[config.mk]
export PLATFORM = sky130hd
export DESIGN_NAME = lcd_capture
export DESIGN_NICKNAME = d
export VERILOG_FILES = /design/src/rtl/lcd_cap_pkg.sv /design/src/rtl/lcd_timing_meas.sv /design/src/rtl/lcd_capture.sv
export SDC_FILE = /design/constraint.sdc
export NUM_CORES = 1
export LEC_CHECK = 0
export ABC_AREA = 1
export BUFFER_PORTS_ARGS = -buffer_cell sky130_fd_sc_hd__buf_2
export CORE_UTILIZATION = 56
export CTS_CLUSTER_DIAMETER = 30
export CTS_CLUSTER_SIZE = 25
export DETAILED_ROUTE_END_ITERATION = 12
export PLACE_DENSITY = 0.86
export REMOVE_ABC_BUFFERS = 1
export SYNTH_ARGS = -nofsm -noshare
export SYNTH_HDL_FRONTEND = slang
export SYNTH_HIERARCHICAL = 1
export SYNTH_SLANG_ARGS = --single-unit
export TNS_END_PERCENT = 30
[constraint.sdc]
create_clock -name clk -period 2.5 [get_ports clk]
set_clock_uncertainty 0.05 [all_clocks]
set_input_delay 0.125 -clock clk [delete_from_list [all_inputs] [get_ports clk]]
set_output_delay 0.125 -clock clk [all_outputs]
set_load 0.005 [all_outputs]
[src/rtl/lcd_cap_pkg.sv]
`default_nettype none
// ============================================================================
// Module   : lcd_cap_pkg
// Summary  : Shared capture-FSM encoding and default widths for lcd_capture.
// Revision : 1.0 - initial release
// ============================================================================
package lcd_cap_pkg;

    localparam int c_DATA_W_DEFAULT = 16;
    localparam int c_CNT_W_DEFAULT  = 11;

    typedef enum logic [1:0] {
        ST_IDLE = 2'd0,
        ST_SYNC = 2'd1,
        ST_RUN  = 2'd2
    } cap_state_t;

endpackage
`default_nettype wire

[src/rtl/lcd_timing_meas.sv]
`default_nettype none
// ============================================================================
// Module   : lcd_timing_meas
// Summary  : Measures line/frame timing from sync edges and tracks lock.
// Revision : 1.0 - initial release
// ============================================================================
module lcd_timing_meas
    import lcd_cap_pkg::*;
#(
    parameter int CNT_W = c_CNT_W_DEFAULT
) (
    input  logic             clk,
    input  logic             rst_n,
    input  logic             hs_fall,
    input  logic             vs_fall,
    input  logic             en_lvl,
    input  logic             en_rise,
    output logic [CNT_W-1:0] meas_htotal,
    output logic [CNT_W-1:0] meas_hdisp,
    output logic [CNT_W-1:0] meas_vtotal,
    output logic [CNT_W-1:0] meas_vdisp,
    output logic             locked,
    output logic             timing_err
);

    localparam logic [CNT_W-1:0] c_CNT_MAX = '1;
    localparam logic [CNT_W-1:0] c_ONE     = CNT_W'(1);

    logic [CNT_W-1:0]   r_hcnt;
    logic [CNT_W-1:0]   r_ecnt;
    logic [CNT_W-1:0]   r_vcnt;
    logic [CNT_W-1:0]   r_lcnt;
    logic [4*CNT_W-1:0] r_prev;
    logic [4*CNT_W-1:0] w_cur;

    function automatic logic [CNT_W-1:0] sat_inc(input logic [CNT_W-1:0] v);
        return (v == c_CNT_MAX) ? v : v + c_ONE;
    endfunction

    // Line figures reflect the last complete line; frame figures are taken now
    assign w_cur = {meas_htotal, meas_hdisp, r_vcnt, r_lcnt};

    always_ff @(posedge clk or negedge rst_n) begin
        if (!rst_n) begin
            r_hcnt      <= '0;
            r_ecnt      <= '0;
            r_vcnt      <= '0;
            r_lcnt      <= '0;
            r_prev      <= '0;
            meas_htotal <= '0;
            meas_hdisp  <= '0;
            meas_vtotal <= '0;
            meas_vdisp  <= '0;
            locked      <= 1'b0;
            timing_err  <= 1'b0;
        end else begin
            timing_err <= 1'b0;
            r_hcnt     <= hs_fall ? c_ONE : sat_inc(r_hcnt);
            if (en_rise) begin
                r_ecnt <= c_ONE;
            end else if (en_lvl) begin
                r_ecnt <= sat_inc(r_ecnt);
            end
            if (hs_fall) begin
                meas_htotal <= r_hcnt;
                meas_hdisp  <= r_ecnt;
            end
            if (vs_fall) begin
                meas_vtotal <= r_vcnt;
                meas_vdisp  <= r_lcnt;
                r_vcnt      <= hs_fall ? c_ONE : '0;
                r_lcnt      <= en_rise ? c_ONE : '0;
                r_prev      <= w_cur;
                if (w_cur == r_prev) begin
                    locked <= 1'b1;
                end else if (locked) begin
                    locked     <= 1'b0;
                    timing_err <= 1'b1;
                end
            end else begin
                if (hs_fall) begin
                    r_vcnt <= sat_inc(r_vcnt);
                end
                if (en_rise) begin
                    r_lcnt <= sat_inc(r_lcnt);
                end
            end
        end
    end

endmodule
`default_nettype wire

[src/rtl/lcd_capture.sv]
`default_nettype none
// ============================================================================
// Module   : lcd_capture
// Summary  : RGB LCD input capture with frame FSM and pixel coordinates.
// Options  : LCD_CAPTURE_MEASURE_EN adds timing measurement and lock check.
// Revision : 1.0 - initial release
// ============================================================================
module lcd_capture
    import lcd_cap_pkg::*;
#(
    parameter int DATA_W = c_DATA_W_DEFAULT,
    parameter int CNT_W  = c_CNT_W_DEFAULT
) (
    input  logic              clk,
    input  logic              rst_n,
    input  logic              lcd_hs,
    input  logic              lcd_vs,
    input  logic              lcd_en,
    input  logic [DATA_W-1:0] lcd_rgb,
    output logic              pix_valid,
    output logic [DATA_W-1:0] pix_data,
    output logic [CNT_W-1:0]  pix_xpos,
    output logic [CNT_W-1:0]  pix_ypos,
    output logic              frame_start,
    output logic              frame_done,
    output logic [CNT_W-1:0]  meas_htotal,
    output logic [CNT_W-1:0]  meas_hdisp,
    output logic [CNT_W-1:0]  meas_vtotal,
    output logic [CNT_W-1:0]  meas_vdisp,
    output logic              locked,
    output logic              timing_err
);

    localparam logic [CNT_W-1:0] c_CNT_MAX = '1;
    localparam logic [CNT_W-1:0] c_ONE     = CNT_W'(1);

    cap_state_t        r_state;
    cap_state_t        w_state_nxt;
    logic              r_hs1, r_hs2, r_vs1, r_vs2, r_en1, r_en2;
    logic [DATA_W-1:0] r_rgb1;
    logic [CNT_W-1:0]  r_x_cnt;
    logic [CNT_W-1:0]  r_y_cnt;
    logic              r_got_pix;
    logic              w_frame_start, w_frame_end, w_capture;
    logic              w_hs_fall, w_vs_fall, w_vs_rise, w_en_rise, w_en_fall;

    function automatic logic [CNT_W-1:0] sat_inc(input logic [CNT_W-1:0] v);
        return (v == c_CNT_MAX) ? v : v + c_ONE;
    endfunction

    always_ff @(posedge clk or negedge rst_n) begin
        if (!rst_n) begin
            r_hs1  <= 1'b1;
            r_hs2  <= 1'b1;
            r_vs1  <= 1'b1;
            r_vs2  <= 1'b1;
            r_en1  <= 1'b0;
            r_en2  <= 1'b0;
            r_rgb1 <= '0;
        end else begin
            r_hs1  <= lcd_hs;
            r_hs2  <= r_hs1;
            r_vs1  <= lcd_vs;
            r_vs2  <= r_vs1;
            r_en1  <= lcd_en;
            r_en2  <= r_en1;
            r_rgb1 <= lcd_rgb;
        end
    end

    assign w_hs_fall = r_hs2 & ~r_hs1;
    assign w_vs_fall = r_vs2 & ~r_vs1;
    assign w_vs_rise = ~r_vs2 & r_vs1;
    assign w_en_rise = r_en1 & ~r_en2;
    assign w_en_fall = ~r_en1 & r_en2;

    always_ff @(posedge clk or negedge rst_n) begin
        if (!rst_n) begin
            r_state <= ST_IDLE;
        end else begin
            r_state <= w_state_nxt;
        end
    end

    always_comb begin
        w_state_nxt   = r_state;
        w_frame_start = 1'b0;
        w_frame_end   = 1'b0;
        case (r_state)
            ST_IDLE: if (w_vs_fall) w_state_nxt = ST_SYNC;
            ST_SYNC: begin
                if (w_vs_rise) begin
                    w_state_nxt   = ST_RUN;
                    w_frame_start = 1'b1;
                end
            end
            ST_RUN: begin
                if (w_vs_fall) begin
                    w_state_nxt = ST_SYNC;
                    w_frame_end = 1'b1;
                end
            end
            default: w_state_nxt = ST_IDLE;
        endcase
    end

    // A pixel coinciding with the vs falling edge belongs to no frame
    assign w_capture = (r_state == ST_RUN) && r_en1 && !w_vs_fall;

    always_ff @(posedge clk or negedge rst_n) begin
        if (!rst_n) begin
            pix_valid   <= 1'b0;
            pix_data    <= '0;
            pix_xpos    <= '0;
            pix_ypos    <= '0;
            frame_start <= 1'b0;
            frame_done  <= 1'b0;
            r_x_cnt     <= '0;
            r_y_cnt     <= '0;
            r_got_pix   <= 1'b0;
        end else begin
            pix_valid   <= w_capture;
            frame_start <= w_frame_start;
            frame_done  <= w_frame_end & r_got_pix;
            if (w_capture) begin
                pix_data <= r_rgb1;
                pix_xpos <= w_en_rise ? '0 : r_x_cnt;
                pix_ypos <= r_y_cnt;
            end
            if (w_en_rise) begin
                r_x_cnt <= w_capture ? c_ONE : '0;
            end else if (w_capture) begin
                r_x_cnt <= sat_inc(r_x_cnt);
            end
            if (w_frame_start) begin
                r_y_cnt <= '0;
            end else if ((r_state == ST_RUN) && w_en_fall) begin
                r_y_cnt <= sat_inc(r_y_cnt);
            end
            if (w_frame_start) begin
                r_got_pix <= 1'b0;
            end else if (w_capture) begin
                r_got_pix <= 1'b1;
            end
        end
    end

`ifdef LCD_CAPTURE_MEASURE_EN
    lcd_timing_meas #(
        .CNT_W (CNT_W)
    ) u_meas (
        .clk         (clk),
        .rst_n       (rst_n),
        .hs_fall     (w_hs_fall),
        .vs_fall     (w_vs_fall),
        .en_lvl      (r_en1),
        .en_rise     (w_en_rise),
        .meas_htotal (meas_htotal),
        .meas_hdisp  (meas_hdisp),
        .meas_vtotal (meas_vtotal),
        .meas_vdisp  (meas_vdisp),
        .locked      (locked),
        .timing_err  (timing_err)
    );
`else
    logic r_locked;
    logic w_unused_hs;

    // hs only feeds the measurement block
    assign w_unused_hs = w_hs_fall;

    always_ff @(posedge clk or negedge rst_n) begin
        if (!rst_n) begin
            r_locked <= 1'b0;
        end else if (w_frame_start) begin
            r_locked <= 1'b1;
        end
    end

    assign locked      = r_locked;
    assign timing_err  = 1'b0;
    assign meas_htotal = '0;
    assign meas_hdisp  = '0;
    assign meas_vtotal = '0;
    assign meas_vdisp  = '0;
`endif

endmodule
`default_nettype wire

* Word level (Yosys, flattened, before mapping)
Index checks and enable logic that the tools add are counted.
Word-level totals: latch bits 0, memories kept 0, bits in writable memories 0, bits in registers 87, bits in read-only memories 0, output and inout port bits 87, input port bits 21
Operators by class: reductions and logical operators 12, $lt $le $gt $ge 0, equality and inequality tests 8, add/subtract/negate cells 2, $mul 0, shifts and indexed selects 0, bitwise gates (word level) 9, div/mod/pow operators 0, mux-type cells 17
Operators with widths (number):
- $mux 11 | 7
- $add 11x1->11 const B | 2
- $eq 11x11->1 const B | 2
- $mux 1 | 7
- $ne 2x2->1 const B | 3
- $reduce_and 2->1 | 3
- $reduce_bool 2->1 | 3
- $and 1x1->1 | 5
- $mux 2 | 2
- $not 1->1 | 4
- $pmux 2 s2 | 1
- $logic_and 1x1->1 | 3
- $eq 2x1->1 const B | 1
- $eq 2x2->1 const B | 1
- $logic_not 2->1 | 1
- $ne 2x1->1 const B | 1
- $reduce_or 2->1 | 1
- $logic_not 1->1 | 1

* Depth between registers and ports, before layout
depth after elaboration 6, depth in mapped cells 8, gate-level depth less buffers 8

* Worst setup path before layout
OpenSTA, ideal clock, no wires.
path kind reg2reg, from register r_vs1, to register pix_xpos[2], stages on the path, launching flop included 8, library setup time 0.117 ns, required time 2.333 ns, clock period less this slack 1.401 ns, path slack 1.099 ns, data arrival time 1.234 ns, path through dfstp_2 inv_1 nand2_1 nand3_4 buf_4 buf_2 nand2_1 nand2_1
On the way: cells in the longest elaborated chain, start to end 4
RTL lines:
- start: declaration | RTL line lcd_capture.sv:39 | logic r_hs1, r_hs2, r_vs1, r_vs2, r_en1, r_en2;
- start signal: assignment | RTL line lcd_capture.sv:63 | r_vs1 <= lcd_vs;
- $not 1->1 | RTL line lcd_capture.sv:72 | assign w_vs_fall = r_vs2 & ~r_vs1;
- $and 1x1->1 | RTL line lcd_capture.sv:72
- $logic_not 1->1 | RTL line lcd_capture.sv:108 | assign w_capture = (r_state == ST_RUN) && r_en1 && !w_vs_fall;
- $logic_and 1x1->1 | RTL line lcd_capture.sv:108
- end signal: assignment | RTL line lcd_capture.sv:127 | pix_xpos <= w_en_rise ? '0 : r_x_cnt;
- end: declaration | RTL line lcd_capture.sv:22 | output logic [CNT_W-1:0] pix_xpos,
Every way passes these cells. A chain may end at the register's enable or synchronous reset.

* Worst setup path in the final report
from register r_vs1, to register pix_data[15]
On the way: cells in the longest elaborated chain, start to end 4
RTL lines:
- $not 1->1 | RTL line lcd_capture.sv:72
- $and 1x1->1 | RTL line lcd_capture.sv:72
- $logic_not 1->1 | RTL line lcd_capture.sv:108
- $logic_and 1x1->1 | RTL line lcd_capture.sv:108
- end signal: assignment | RTL line lcd_capture.sv:126 | pix_data <= r_rgb1;
- end: declaration | RTL line lcd_capture.sv:21 | output logic [DATA_W-1:0] pix_data,
Every way passes these cells.

==> run metrics <==
status=complete, but fails checks; violated checks=design-rule violations; Final setup violation count=0; post-cts repair resize count=0; final-layout setup total negative slack=0 ns; fraction of power consumed by the clock network=32.9%; busiest grt layer=met2; setup repair after global routing missed its margin=false; Seq cells post-synth=87; cell repeated most along the worst path=sky130_fd_sc_hd__nand2_1; share of synthesized area occupied by flip-flops and latches=a little under three fifths; site row count=29; PD cells=747 mW/mm^2; worst relative slew slack=57.8%; part of the power in combinational logic=between 10% and 20%; critical path startpoint category=flop; WL/cell=12.1 um; first-pass detailed-route iteration total=9; distinct cell type count after synthesis=24; antenna violations before repair=0; type of the tightest min-delay check=input port to asynchronous set/reset pin; Crit Path Class=flop to flop; Syn Area/Cell=8.93 um^2; die extent in x=85.0 um; diode count=0; effective utilization at floorplan=59.4%; fillcell total=512; Final GP Congestion=between 0.8 and 0.9; Layout area overhead=16.0%; clock sink count=87; Worst path top cell family by delay=buffers and inverters; overall routed net length=7270 um; post-layout total power=~3300 uW; number of buffers and inverters on the critical path=2; # IOs=108; maximum number of pins on one net before global-route repair=48; crit-path max FO=21; DRC errors left=11; number of H-tree levels=3; area of the die=around 0.0072 mm^2; clk buf depth=2; Final period util=between 70% and 80%; per-cell via count in the routed design=4.89; power spent charging and discharging nets=938 uW; count of buffers added by post-CTS timing repair for setup=0; Root Buffer=sky130_fd_sc_hd__clkbuf_8; design internal power=2410 uW; Routed Antenna Nets=0; worst vdd ir=0.440 mV; Setup crit end kind=flop; WP data arrival=2.05 ns; Skew-Pair Late Insertion Delay=around 0.36 ns; TritonCTS clock tree=built; CP Data Required Time=2.75 ns; measured slew at the worst slew-check pin=around 0.63 ns; clock slew seen by the registers of the worst setup and hold paths=0.09 ns; total standard cell area after synthesis=roughly 0.0039 mm^2; Static Leak=0.00245 uW; timing-limited maximum frequency=0.556 GHz; biggest cell delay along the critical path=~0.54 ns; Critical Path, Cell by Cell=inv_1 > nand2_1 > nand3_4 > inv_1 > nand2_1 > nand2_1; Seq pwr share=51.4%; area of the multi-input gates=0.00132 mm^2; register area=around 0.0022 mm^2; count of placed standard cells in the final layout, fillers left out=599; layout cell share with drive strength beyond 1=18.2%; # hold bufs at CTS=19; half-perimeter wire length after placement=4850 um; wire length of the first global-routing pass=12200 um; Detailed Route Iter0 Violations=198; Die Ht=85.0 um; Max Slew Vio Count=0; maxcap violations=0; library cell contributing the largest single delay on the critical path=sky130_fd_sc_hd__dfstp_2; TritonCTS Buffers=9; Switching Share=between 20 and 30%; vias in the first global route=2781; final-report hold violation count=0; Net count, final=540; GR Layer Usage met3=4.18%; number of buffers added on ports=between 60 and 70; routed via count=about 3000; total global routing track utilization=21.8%; area inside the core boundary=0.00649 mm^2; Overflow after GRT=0; post-route minimum period=1.80 ns; number of warnings printed during yosys synthesis=6; met2 usage=approximately two fifths; M1 GR Usage=roughly a quarter; Syn Inst Count=432; placed insts=564
[layer usage]
metal  vias to the layer above  routed length [um]  part of all wire (%)
met5                         -                   0                     0
met3                        14                 318                   4.4
met1                      1394                3050                    42
met2                       108                3740                    51
li1                       1413                   -                     -
met4                         0                 161                   2.2
[layout make-up]
type                            count  share of cell area [%]
Clock buffer                        9                    2.77
Sequential cell                    87                    48.7
Timing Repair Buffer               83                    11.6
Clock inverter                      7                    2.29
Tap cell                           77                    2.15
Inverter                           35                    2.94
Multi-Input combinational cell    301                    29.5
[metrics by stage]
step | utilization [%] | setup WS (ns) | hold WS, ns | cell area [um^2]
after floorplan | - | 0.744 | -0.221 | 3630
after global routing | 68.9 | 0.531 | 0.288 | 4470
final | 68.9 | 0.701 | 0.246 | 4470
after CTS | 68.9 | 0.679 | 0.261 | 4470
after detailed placement | 62.5 | 0.713 | 0.118 | 4060
after global placement | 62.5 | 0.752 | 0.113 | 4060
[sequential cells by signal (all words and copies together), names as in the netlist, 2 cells and up]
signal	flops
pix_xpos	11
r_y_cnt	11
r_rgb1	16
pix_ypos	11
r_x_cnt	11
pix_data	16
r_state	2
[power groups by stage]
stage | Combinational (uW) | Clock (uW) | Sequential, uW
after CTS | 533 | 1130 | 1720
after global placement | 485 | 0 | 1730
after detailed placement | 509 | 0 | 1750
after global routing | 598 | 1190 | 1740
final | 525 | 1100 | 1720
after floorplan | 238 | 0 | 1740
[cell usage in the layout, fill, tap and decap left out]
cell	count
sky130_fd_sc_hd__nand2_1	164
sky130_fd_sc_hd__dfrtp_1	85
sky130_fd_sc_hd__buf_2	60
sky130_fd_sc_hd__conb_1	45
sky130_fd_sc_hd__inv_1	35
sky130_fd_sc_hd__o21ai_0	24
sky130_fd_sc_hd__nor2_1	21
sky130_fd_sc_hd__dlygate4sd3_1	19
sky130_fd_sc_hd__nand3_1	15
sky130_fd_sc_hd__clkbuf_8	9
sky130_fd_sc_hd__xor2_1	7
sky130_fd_sc_hd__nand4_1	6
sky130_fd_sc_hd__buf_4	4
sky130_fd_sc_hd__nor2_4	3
sky130_fd_sc_hd__nand2_2	3
sky130_fd_sc_hd__a21oi_1	3
sky130_fd_sc_hd__nand3_2	2
sky130_fd_sc_hd__or2_2	2
sky130_fd_sc_hd__ha_1	2
sky130_fd_sc_hd__bufinv_16	2
sky130_fd_sc_hd__inv_6	2
sky130_fd_sc_hd__dfstp_2	2
sky130_fd_sc_hd__nand3_4	1
sky130_fd_sc_hd__nor3_1	1
sky130_fd_sc_hd__o21ai_2	1
sky130_fd_sc_hd__nor2_2	1
sky130_fd_sc_hd__clkinv_2	1
sky130_fd_sc_hd__clkinv_4	1
sky130_fd_sc_hd__inv_8	1
[worst reg2reg max path, stage by stage (launching register included)]
cell                      delay, ns
sky130_fd_sc_hd__dfstp_2       0.54
sky130_fd_sc_hd__inv_1         0.05
sky130_fd_sc_hd__nand2_1       0.15
sky130_fd_sc_hd__nand3_4       0.20
sky130_fd_sc_hd__inv_1         0.53
sky130_fd_sc_hd__nand2_1       0.11
sky130_fd_sc_hd__nand2_1       0.11
[cell usage after synthesis]
cell                       count  area, um^2
sky130_fd_sc_hd__a21oi_1       3        15.0
sky130_fd_sc_hd__nand4_1       6        37.5
sky130_fd_sc_hd__buf_6         2        22.5
sky130_fd_sc_hd__or2_2         2        12.5
sky130_fd_sc_hd__o21ai_2       1        8.76
sky130_fd_sc_hd__inv_1        35         131
sky130_fd_sc_hd__nand2_1     164         616
sky130_fd_sc_hd__nand2_2       3        18.8
sky130_fd_sc_hd__nand3_1      15        75.1
sky130_fd_sc_hd__conb_1        1        3.75
sky130_fd_sc_hd__xor2_1        7        61.3
sky130_fd_sc_hd__ha_1          2        25.0
sky130_fd_sc_hd__nor3_1        1        5.00
sky130_fd_sc_hd__dfrtp_1      85        2130
sky130_fd_sc_hd__dfstp_2       2        52.6
sky130_fd_sc_hd__clkbuf_1      2        7.51
sky130_fd_sc_hd__nand3_4       1        17.5
sky130_fd_sc_hd__buf_2         3        15.0
sky130_fd_sc_hd__nor2_1       21        78.8
sky130_fd_sc_hd__buf_4        46         345
sky130_fd_sc_hd__nor2_2        1        6.26
sky130_fd_sc_hd__nor2_4        3        33.8
sky130_fd_sc_hd__nand3_2       2        20.0
sky130_fd_sc_hd__o21ai_0      24         120
[path summary, 6_finish.rpt]
path,startpoint,end,slack [ns],depth (start not counted)
setup / recovery,r_vs1$_DFF_PN1_,pix_data[15]$_DFFE_PN0P_,0.70,6
hold / removal,rst_n,pix_valid$_DFF_PN0_,0.25,2
setup reg to reg,r_vs1$_DFF_PN1_,pix_data[15]$_DFFE_PN0P_,0.70,6
hold reg to reg,r_vs1$_DFF_PN1_,r_vs2$_DFF_PN1_,0.32,0
max in group asynchronous,rst_n,r_rgb1[14]$_DFF_PN0_,1.41,3
min in group clk,r_vs1$_DFF_PN1_,r_vs2$_DFF_PN1_,0.32,0
[kinds of logic (layout without fill, tap and decap cells)]
group / after synthesis / in the layout / share of synthesized area, %
xor gates and xnor gates: 7 / 7 / 1.59
DFF: 87 / 87 / 56.5
and+or+nand+nor: 219 / 219 / 23.9
adders and majority gates: 2 / 2 / 0.649
other: 1 / 45 / 0.0972
AOI/OAI and AO/OA: 28 / 28 / 3.73
buffers and inverters: 88 / 134 / 13.5
Power figures use the tool's default switching activity.
